$ cat config.mk
export PLATFORM = sky130hd
export DESIGN_NAME = fetch_unit
export DESIGN_NICKNAME = d
export VERILOG_FILES = /design/src/rtl/fetch_unit_pkg.sv /design/src/rtl/fetch_unit_pc_reg.sv /design/src/rtl/fetch_unit.sv
export SDC_FILE = /design/constraint.sdc
export NUM_CORES = 1
export LEC_CHECK = 0
export ABC_AREA = 0
export CAP_MARGIN = 30
export CORE_MARGIN = 2
export CORE_UTILIZATION = 48
export CTS_CLUSTER_SIZE = 12
export DETAILED_ROUTE_END_ITERATION = 10
export PLACE_DENSITY = 0.85
export SYNTH_ARGS = -nofsm -noshare
export SYNTH_HDL_FRONTEND = slang
export SYNTH_SLANG_ARGS = --single-unit
$ cat constraint.sdc
create_clock -name clk -period 2.2 [get_ports clk]
set_input_delay 0.44 -clock clk [delete_from_list [all_inputs] [get_ports clk]]
set_output_delay 0.44 -clock clk [all_outputs]
set_load 0.03 [all_outputs]
$ cat src/rtl/fetch_unit_pkg.sv
// Shared types and constants for the instruction fetch stage.
package fetch_unit_pkg;

    localparam int INSTR_W = 16;
    localparam logic [INSTR_W-1:0] NOP_WORD    = 16'h0800;
    localparam logic [4:0]         HALT_OPCODE = 5'b00000;

    typedef enum logic [1:0] {
        FETCH,
        WAIT,
        HOLD,
        HALTED
    } fetch_state_e;

    function automatic logic is_halt(input logic [INSTR_W-1:0] word);
        return word[INSTR_W-1 -: 5] == HALT_OPCODE;
    endfunction

endpackage

$ cat src/rtl/fetch_unit_pc_reg.sv
// Program counter register: synchronous reset to RESET_PC, loads d when en is high.
module fetch_unit_pc_reg #(
    parameter logic [15:0] RESET_PC = 16'h0000
) (
    input  logic        clk,
    input  logic        rst,
    input  logic        en,
    input  logic [15:0] d,
    output logic [15:0] q
);

    always_ff @(posedge clk) begin
        if (rst) begin
            q <= RESET_PC;
        end else if (en) begin
            q <= d;
        end
    end

endmodule

$ cat src/rtl/fetch_unit.sv
// Instruction fetch stage: issues reads at PC, buffers a word across decode stalls,
// handles redirects (flush + refetch) and stops after delivering a HALT.
module fetch_unit
    import fetch_unit_pkg::*;
#(
    parameter logic [INSTR_W-1:0] RESET_PC  = 16'h0000,
    parameter logic [INSTR_W-1:0] NOP_INSTR = NOP_WORD
) (
    input  logic               clk,
    input  logic               rst,
    input  logic               stall,
    input  logic               redirect,
    input  logic [INSTR_W-1:0] redirectPC,
    output logic               imemReq,
    output logic [INSTR_W-1:0] imemAddr,
    input  logic [INSTR_W-1:0] imemRdata,
    input  logic               imemDone,
    output logic [INSTR_W-1:0] instr,
    output logic [INSTR_W-1:0] pcPlus2,
    output logic               instrValid,
    output logic               halted,
    output fetch_state_e       dbg_state
);

    // Memory handshake: imemReq stays high with imemAddr stable until imemDone; every
    // request the memory has seen is answered by exactly one imemDone pulse.
    fetch_state_e       state;
    logic [INSTR_W-1:0] pc;
    logic [INSTR_W-1:0] pc_inc;
    logic [INSTR_W-1:0] pc_next;
    logic [INSTR_W-1:0] buf_q;
    logic [INSTR_W-1:0] word;
    logic               drop_q;
    logic               in_fetch;
    logic               mem_done;
    logic               deliver;
    logic               pc_en;

    assign in_fetch  = (state == FETCH) || (state == WAIT);
    assign mem_done  = in_fetch && imemDone && !drop_q;
    assign word      = (state == HOLD) ? buf_q : imemRdata;
    assign deliver   = !redirect && !stall && (mem_done || (state == HOLD));
    assign pc_inc    = pc + 16'd2;
    assign pc_en     = redirect || deliver;
    assign pc_next   = redirect ? redirectPC : pc_inc;
    assign imemReq   = !rst && in_fetch;
    assign imemAddr  = pc;
    assign dbg_state = state;

    fetch_unit_pc_reg #(.RESET_PC(RESET_PC)) pc_reg (
        .clk (clk),
        .rst (rst),
        .en  (pc_en),
        .d   (pc_next),
        .q   (pc)
    );

    always_ff @(posedge clk) begin
        if (rst) begin
            state      <= FETCH;
            instr      <= NOP_INSTR;
            pcPlus2    <= 16'h0000;
            instrValid <= 1'b0;
            halted     <= 1'b0;
            buf_q      <= '0;
            drop_q     <= 1'b0;
        end else if (redirect) begin
            state      <= FETCH;
            instr      <= NOP_INSTR;
            instrValid <= 1'b0;
            halted     <= 1'b0;
            buf_q      <= '0;
            // A request still outstanding at redirect will answer later; remember to drop it.
            drop_q     <= in_fetch && (drop_q || !imemDone);
        end else begin
            if (deliver) begin
                instr      <= word;
                pcPlus2    <= pc_inc;
                instrValid <= 1'b1;
                if (is_halt(word)) begin
                    halted <= 1'b1;
                    state  <= HALTED;
                end else begin
                    state  <= FETCH;
                end
            end else if (!stall && (state != HALTED)) begin
                instr      <= NOP_INSTR;
                instrValid <= 1'b0;
            end

            case (state)
                FETCH, WAIT: begin
                    if (imemDone && drop_q) begin
                        drop_q <= 1'b0;
                        state  <= WAIT;
                    end else if (imemDone && stall) begin
                        buf_q <= imemRdata;
                        state <= HOLD;
                    end else if (!imemDone) begin
                        state <= WAIT;
                    end
                end
                default: ;
            endcase
        end
    end

endmodule

==> flow_summary.yaml, run 1 <==
cts:
  clock-root-buffer: "clkbuf_8"
  post_cts_buffers: 0
  clock-sinks: 69
  path_clk_slew_ns: 0.07
  cts_resized: 0
  holdBufCountCts: 0
  cts_tree: "built"
  clk_latency_ns: 0.33
  cts_max_path_buffers: 2
  h-tree-depth: 3
  cts_buffers: 9
setup_path:
  worst_setup_path_start_kind: "primary input"
  worstSetupPathType: "in2reg"
  r2r-start: "pc_reg.q[2]"
  ff2ff_setup_slack_ns: 0.29
  crit_fanout: 4
  reg2reg_depth: 6
  crit_path_end_kind: "flop"
  arrival_ns: 2.37
  crit_required_ns: 2.46
  r2r_end: "pcPlus2[13]"
synth:
  synthesis.nets: 405
  async_reset_ff_share_pct: 0
  post_synth_num_cell_types: 46
  yosysMostFrequentCell: "dfxtp_1"
  ys_seq_elements: 69
  ys.flop_type: "dfxtp_1"
  netlist_top_cells_area: "dfxtp_1, nand2_1, xor2_1, nor2_1, mux2_2"
  synth_top_cell_area_share_pct: 43.2
  synth-edff-count: 0
  postSynthAreaPerCell_um2: 8.72
  yosysWarnings: 0
  ys_seq_area_share_pct: 43.2
  syn_area_mm2: 0.00320
  synth_largest_area_cell: "dfxtp_1"
  ys_top_cells_by_count: "dfxtp_1, nand2_1, nor2_1"
  syn-instance-count: 367
route:
  ant_nets: 0
  remaining_drc_errors: 0
  dr.pass1.iters: 4
  drt-total-wl_mm: 8.20
  wire_per_inst_um: 15.1
  drt_iter0_drc: 159
  dr_total_vias: 2996
  viasPerCell: 5.54
sta:
  rsz0062_at_grt: "no"
  fin_crit_sh_pct: 95.8
  fmax_mhz: 475
  skew_ns: 0.0111
  setup_viol: 0
  setup_ws_ns: 0.0925
  slew_viol_final: 0
  tightest_slew_ns: 0.567
  hold_viol: 0
  hold_ws_ns: 0.452
  period_minus_slack_ns: 2.11
  relSlewSlack_pct: 62.1
global_route:
  gr-max-usage-layer: "met2"
  grt_usage_pct: 23.4
  gr-usage-met2_pct: 37.7
  grt_max_degree: 34
  grt_overflow: 0
  grt_pass1_wl_mm: 13.6
  grtUsageMet3_pct: 3.95
  gr-usage-met1_pct: 30.6
  grt_pass1_vias: 2835
  grt_antenna_before_repair: 0
pwr:
  p_sw_share_pct: 27.5
  p_leak_nw: 1.56
  pwr-share-seq_pct: 47.5
  power_frac_comb_pct: 18.3
  power.density_mw_per_mm2: 640
  intPower_mw: 2.05
  p_switching_mw: 0.776
  peakVddDrop_mv: 0.373
  clkPwrFrac_pct: 34.1
die:
  coreArea_mm2: 0.00639
  ios: 90
  die_w_um: 85.6
  fp-row-count: 29
  chipHeight_um: 85.6
  initial_core_util_pct: 50.1
  dieArea_mm2: 0.00733
place:
  dp_hpwl_mm: 5.88
  place_area_mm2: 0.00424
  gp_congestion: 0.842
  port_buffers: 89
  post-place-ws_ns: -0.228
  place_inst: 526
min_path:
  hp-start: "buf_q[10]"
  min_to: "buf_q[10]"
  whs_path_depth: 2
  hp-class: "reg2reg"
layout:
  layout.nets: 498
  layout-drive-gt1-share_pct: 13.6
  synthToLayoutAreaGrowth_pct: 38.0
  instances_no_fill: 541
  antenna_cells: 0
  finish.instance_area_mm2: 0.00442
status:
  status: "finished clean"
flow_run:
  max_cap_violations: 0
[power by group through the flow]
stage | clock network, mW | logic [mW] | registers (mW)
2_1_floorplan | 0 | 0.215 | 1.44
3_3_place_gp | 0 | 0.503 | 1.37
3_5_place_dp | 0 | 0.514 | 1.37
4_1_cts | 0.977 | 0.518 | 1.34
5_1_grt | 1.04 | 0.554 | 1.35
6_report | 0.965 | 0.518 | 1.34
[critical path: stages]
cell	delay, ns
clkdlybuf4s50_1	0.47
or3b_1	0.49
buf_4	0.21
a2111oi_4	0.36
xor2_1	0.19
nand2_1	0.07
a21oi_1	0.14
[routing by layer]
metal	up-vias	wire length [um]
met5	-	0
met4	0	174
met2	87	4020
li1	1464	-
met1	1430	3660
met3	15	340
[cell usage in the layout (no fill, tap or decap), drive strengths merged, types with 15 or more instances in the layout]
cell and instances:
mux2 15, nand2 59, buf 22, xor2 21, a22oi 15, clkdlybuf4s50 88, dfxtp 69, nor2 48
a211oi 26, a21oi 31
[metrics by stage]
stage / total power [mW] / setup TNS, ns / util, %
final: 2.83 / 0 / 69.1
after global routing: 2.95 / 0 / 69.1
after CTS: 2.84 / 0 / 69.1
after detailed placement: 1.88 / -6.04 / 66.3
after global placement: 1.87 / -4.14 / 66.3
after floorplan: 1.66 / 0 / -
[area by class of cell]
class / instances / area [um^2]
clock inverter: 5 / 52.6
tap: 77 / 96.3
inverter: 4 / 15.0
multi-input combinational: 266 / 1660
clock buffer: 10 / 128
fill: 496 / 1970
timing repair buffer: 110 / 1080
sequential: 69 / 1380
[cell families (layout without fill, tap and decap cells)]
group	count (synthesis)	count (layout)	share of synthesized area, %
buf+inv	32	129	5.20
xor+xnor	27	27	7.39
fa+ha+maj	1	1	0.391
compound gates	83	83	18.9
flops	69	69	43.2
mux	18	18	6.22
simple gates	137	137	18.7
[how the worst max path moves through the flow]
stage / startpoint / end / slack [ns] / depth (start not counted)
6_report: imemDone / pc_reg.q[6] / 0.09 / 7
5_1_grt: imemDone / pc_reg.q[4] / 0.01 / 7
4_1_cts: imemDone / pc_reg.q[4] / 0.11 / 7
3_5_place_dp: imemDone / pc_reg.q[6] / -0.23 / 7
3_3_place_gp: imemDone / pc_reg.q[6] / -0.19 / 7
2_1_floorplan: pc_reg.q[1] / pc_reg.q[13] / 0.21 / 6
[state kept, by name, indices dropped and copies added, names as in the netlist]
name        flops
halted          1
instr          16
buf_q          16
pcPlus2        16
drop_q          1
pc_reg.q       16
dbg_state       2
instrValid      1
Power figures use the tool's default switching activity.
==> run 2, diff against run 1 <==
--- a/config.mk
+++ b/config.mk
@@ -7,11 +7,13 @@
 export LEC_CHECK = 0
 export ABC_AREA = 0
 export CAP_MARGIN = 30
+export CORE_ASPECT_RATIO = 0.8
 export CORE_MARGIN = 2
 export CORE_UTILIZATION = 48
 export CTS_CLUSTER_SIZE = 12
 export DETAILED_ROUTE_END_ITERATION = 10
 export PLACE_DENSITY = 0.85
+export SETUP_SLACK_MARGIN = 0.02
 export SYNTH_ARGS = -nofsm -noshare
 export SYNTH_HDL_FRONTEND = slang
 export SYNTH_SLANG_ARGS = --single-unit
==> flow_summary.yaml, run 2 (same netlist as run 1, synthesis figures left out) <==
status:
  status: "finished clean"
cts:
  cts_tree: "built"
  holdBufCountCts: 0
  cts_buffers: 9
  clock-sinks: 69
  path_clk_slew_ns: 0.07
  clk_latency_ns: 0.35
  h-tree-depth: 3
  cts_max_path_buffers: 2
  post_cts_buffers: 0
  clock-root-buffer: "clkbuf_8"
  cts_resized: 0
sta:
  slew_viol_final: 0
  fmax_mhz: 490
  tightest_slew_ns: 0.591
  fin_tns_setup_ns: 0
  setup_viol: 0
  fin_crit_sh_pct: 92.8
  period_minus_slack_ns: 2.04
  relSlewSlack_pct: 60.6
  rsz0062_at_grt: "no"
  skew_ns: 0.00878
  hold_viol: 0
layout:
  final_common_cell: "clkdlybuf4s50_1"
  layout-drive-gt1-share_pct: 13.4
  final_cell_mix: "clkdlybuf4s50_1, dfxtp_1, nand2_1, nor2_1, a21oi_1"
  instances_no_fill: 547
  antenna_cells: 0
  layout.nets: 496
  synthToLayoutAreaGrowth_pct: 40.8
  final_core_util_pct: 70.3
  finish.instance_area_mm2: 0.00451
place:
  place_area_mm2: 0.00427
  place_inst: 531
  port_buffers: 89
  dp_hpwl_mm: 5.70
  gp_congestion: 0.835
die:
  chipHeight_um: 77.0
  die_w_um: 95.3
  initial_core_util_pct: 49.9
  dieArea_mm2: 0.00734
  coreArea_mm2: 0.00641
  ios: 90
  fp-row-count: 26
route:
  wire_per_inst_um: 15.0
  viasPerCell: 5.33
  remaining_drc_errors: 0
  drt_iter0_drc: 127
  dr_total_vias: 2917
  dr.pass1.iters: 4
  drt-total-wl_mm: 8.22
  ant_nets: 0
setup_path:
  r2r_end: "instr[4]"
  arrival_ns: 2.32
  reg2reg_depth: 7
  r2r-start: "dbg_state[1]"
  crit_path_end_kind: "flop"
  crit_required_ns: 2.48
  ff2ff_setup_slack_ns: 0.28
  worstSetupPathType: "in2reg"
  crit_fanout: 4
  worst_setup_path_start_kind: "primary input"
global_route:
  grt_pass1_vias: 2823
  grt_max_degree: 34
  grt_antenna_before_repair: 0
  grt_overflow: 0
  grt_usage_pct: 23.1
  grt_pass1_wl_mm: 13.4
min_path:
  hp-start: "buf_q[8]"
  min_to: "buf_q[8]"
  whs_path_depth: 2
  hp-class: "reg2reg"
flow_run:
  max_cap_violations: 0
pwr:
  power.density_mw_per_mm2: 688
  peakVddDrop_mv: 0.488
  p_leak_nw: 1.59
-- run 2: cell count changes in the layout (fill, tap and decap cells not counted), sizes merged --
cell	change
buf	-2
bufinv	+2
clkinv	-1
-- run 2: routing by layer --
layer / share of wire, % / GRT usage (%)
met5: 0 / 0
met4: 0.73 / 4.64
met3: 8.3 / 9.43
met2: 48 / 37.7
met1: 43 / 28.6
-- run 2: metrics by stage --
| stage | worst slack (ns) | hold slack [ns] | power [mW] |
|---|---|---|---|
| 4_1_cts | 0.164 | 0.459 | 3.12 |
| 5_1_grt | 0.0600 | 0.487 | 3.22 |
| 6_report | 0.157 | 0.457 | 3.10 |
| 3_3_place_gp | -0.182 | 0.440 | 1.87 |
| 2_1_floorplan | 0.212 | 0.434 | 1.66 |
| 3_5_place_dp | -0.194 | 0.449 | 1.89 |
-- run 2: worst max-delay path by stage --
| stage | from | endpoint | slack [ns] |
|---|---|---|---|
| final | imemDone | pc_reg.q[6] | 0.16 |
| after floorplan | pc_reg.q[1] | pc_reg.q[13] | 0.21 |
| after global placement | imemDone | pc_reg.q[6] | -0.18 |
| after global routing | imemDone | pc_reg.q[6] | 0.06 |
| after CTS | imemDone | pc_reg.q[6] | 0.16 |
| after detailed placement | imemDone | pc_reg.q[6] | -0.19 |
-- run 2: where the power goes --
| part | total (mW) | switching [mW] | internal, mW | leakage (nW) |
|---|---|---|---|---|
| Sequential | 1.35 | 0.0496 | 1.30 | 0.563 |
| Combinational | 0.515 | 0.271 | 0.244 | 0.908 |
| Clock | 1.24 | 0.483 | 0.753 | 0.116 |
-- run 2: critical path: stages --
cell	delay, ns
clkdlybuf4s50_1	0.47
or3b_1	0.49
buf_4	0.21
a2111oi_4	0.34
xor2_1	0.17
nand2_1	0.07
a21oi_1	0.13
-- run 2: cell type report --
class / count / area, um^2
Timing Repair Buffer: 108 / 1110
Fill cell: 478 / 1900
Clock buffer: 10 / 128
Inverter: 4 / 15.0
Multi-Input combinational cell: 266 / 1660
Tap cell: 84 / 105
Clock inverter: 6 / 111
Sequential cell: 69 / 1380
==> run 3, diff against run 2 <==
--- a/config.mk
+++ b/config.mk
@@ -8,10 +8,11 @@
 export ABC_AREA = 0
 export CAP_MARGIN = 30
 export CORE_ASPECT_RATIO = 0.8
-export CORE_MARGIN = 2
 export CORE_UTILIZATION = 48
+export CTS_CLUSTER_DIAMETER = 200
 export CTS_CLUSTER_SIZE = 12
 export DETAILED_ROUTE_END_ITERATION = 10
+export MAX_ROUTING_LAYER = met4
 export PLACE_DENSITY = 0.85
 export SETUP_SLACK_MARGIN = 0.02
 export SYNTH_ARGS = -nofsm -noshare
==> flow_summary.yaml, run 3 (same netlist as run 1, synthesis figures left out) <==
layout:
  num-fill-cells: 521
  layout-drive-gt1-share_pct: 13.8
  instances_no_fill: 549
  antenna_cells: 0
  final_cell_mix: "clkdlybuf4s50_1, dfxtp_1, nand2_1, nor2_1, a21oi_1"
  layout.nets: 498
  multi_input_area_mm2: 0.00166
  seq_area_mm2: 0.00138
  synthToLayoutAreaGrowth_pct: 38.6
  final_core_util_pct: 69.2
  final_common_cell: "clkdlybuf4s50_1"
status:
  status: "finished clean"
global_route:
  grt_antenna_before_repair: 0
  grt_pass1_wl_mm: 13.1
  grt_pass1_vias: 2793
  grt_max_degree: 34
  grt_overflow: 0
  grt_usage_pct: 25.6
pwr:
  p_leak_nw: 1.56
  power.density_mw_per_mm2: 633
  peakVddDrop_mv: 0.433
  total_power_mw: 2.81
cts:
  cts_buffers: 9
  cts_max_path_buffers: 2
  path_clk_slew_ns: 0.07
  cts_tree: "built"
  clk_latency_ns: 0.36
  clock-root-buffer: "clkbuf_8"
  holdBufCountCts: 0
  h-tree-depth: 3
  cts_resized: 0
  clock-sinks: 69
  post_cts_buffers: 0
setup_path:
  cp_top_family: "buffers and inverters"
  crit_required_ns: 2.46
  arrival_ns: 2.31
  worstSetupPathType: "in2reg"
  path_common_cell: "buf_4"
  path_cells: "clkdlybuf4s50_1, or3b_1, buf_4, a211oi_4, buf_4, nor2_1, a211oi_1"
  slowest_stage: "clkdlybuf4s50_1"
  max_stage_delay_ns: 0.47
  crit_fanout: 16
  crit_path_end_kind: "flop"
  crit_buf_inv: 3
  worst_setup_path_start_kind: "primary input"
sta:
  fin_tns_setup_ns: 0
  skew_ns: 0.0117
  tightest_slew_ns: 0.513
  setup_viol: 0
  relSlewSlack_pct: 65.8
  hold_viol: 0
  slew_viol_final: 0
  period_minus_slack_ns: 2.05
  fin_crit_sh_pct: 93.1
  setup_ws_ns: 0.152
  fmax_mhz: 488
  rsz0062_at_grt: "no"
min_path:
  hp-class: "reg2reg"
route:
  dr.pass1.iters: 4
  viasPerCell: 5.42
  remaining_drc_errors: 0
  top_layer_used: "met4"
  ant_nets: 0
  dr_wl_met2_mm: 3.98
  dr_total_vias: 2978
  drt_iter0_drc: 209
  wl_met1_mm: 3.39
  wire_per_inst_um: 14.8
  drt-total-wl_mm: 8.13
  wl_met3_um: 662
die:
  initial_core_util_pct: 49.9
  die_w_um: 93.3
  fp-row-count: 26
  dieArea_mm2: 0.00700
  coreArea_mm2: 0.00641
  ios: 90
  chipHeight_um: 75.0
place:
  place_inst: 533
  port_buffers: 89
  gp_congestion: 0.839
  post-place-ws_ns: -0.235
  dp_hpwl_mm: 5.76
flow_run:
  max_cap_violations: 0
run 3: metal layers:
metal,up-vias,global-route usage [%]
li1,1451,-
met1,1413,30.2
met2,101,40.5
met3,13,8.69
met4,0,10.4
met5,-,-
run 3: power by group:
| part | internal, mW | switching [mW] | leakage [nW] |
|---|---|---|---|
| registers | 1.30 | 0.0485 | 0.563 |
| clock network | 0.465 | 0.479 | 0.0921 |
| logic | 0.245 | 0.271 | 0.910 |
run 3: area by class of cell:
class / count / share of cell area (%)
Multi-Input combinational cell: 266 / 37.4
Sequential cell: 69 / 31.2
Timing Repair Buffer: 110 / 24.7
Clock buffer: 12 / 3.50
Tap cell: 84 / 2.37
Clock inverter: 4 / 0.508
Inverter: 4 / 0.339
run 3: stage by stage:
step / hold slack, ns / instance area [um^2]
final: 0.458 / 4430
after global routing: 0.471 / 4430
after CTS: 0.460 / 4430
after detailed placement: 0.450 / 4260
after global placement: 0.439 / 4260
after floorplan: 0.434 / 3200
run 3: worst paths after layout:
check | endpoint | slack (ns) | cells past startpoint | startpoint
worst min register to register | buf_q[6] | 0.46 | 2 | buf_q[6]
worst max register to register | instr[15] | 0.29 | 5 | dbg_state[1]
worst max-delay path | pcPlus2[5] | 0.15 | 7 | imemDone
worst min-delay path | buf_q[6] | 0.46 | 2 | buf_q[6]
run 3: worst register-to-register path, cell delays in order (launching register included):
cell and delay, ns:
dfxtp_1 0.39, nand2b_1 0.42, buf_4 0.36, mux2_2 0.37, a22oi_1 0.19, nor2_1 0.06
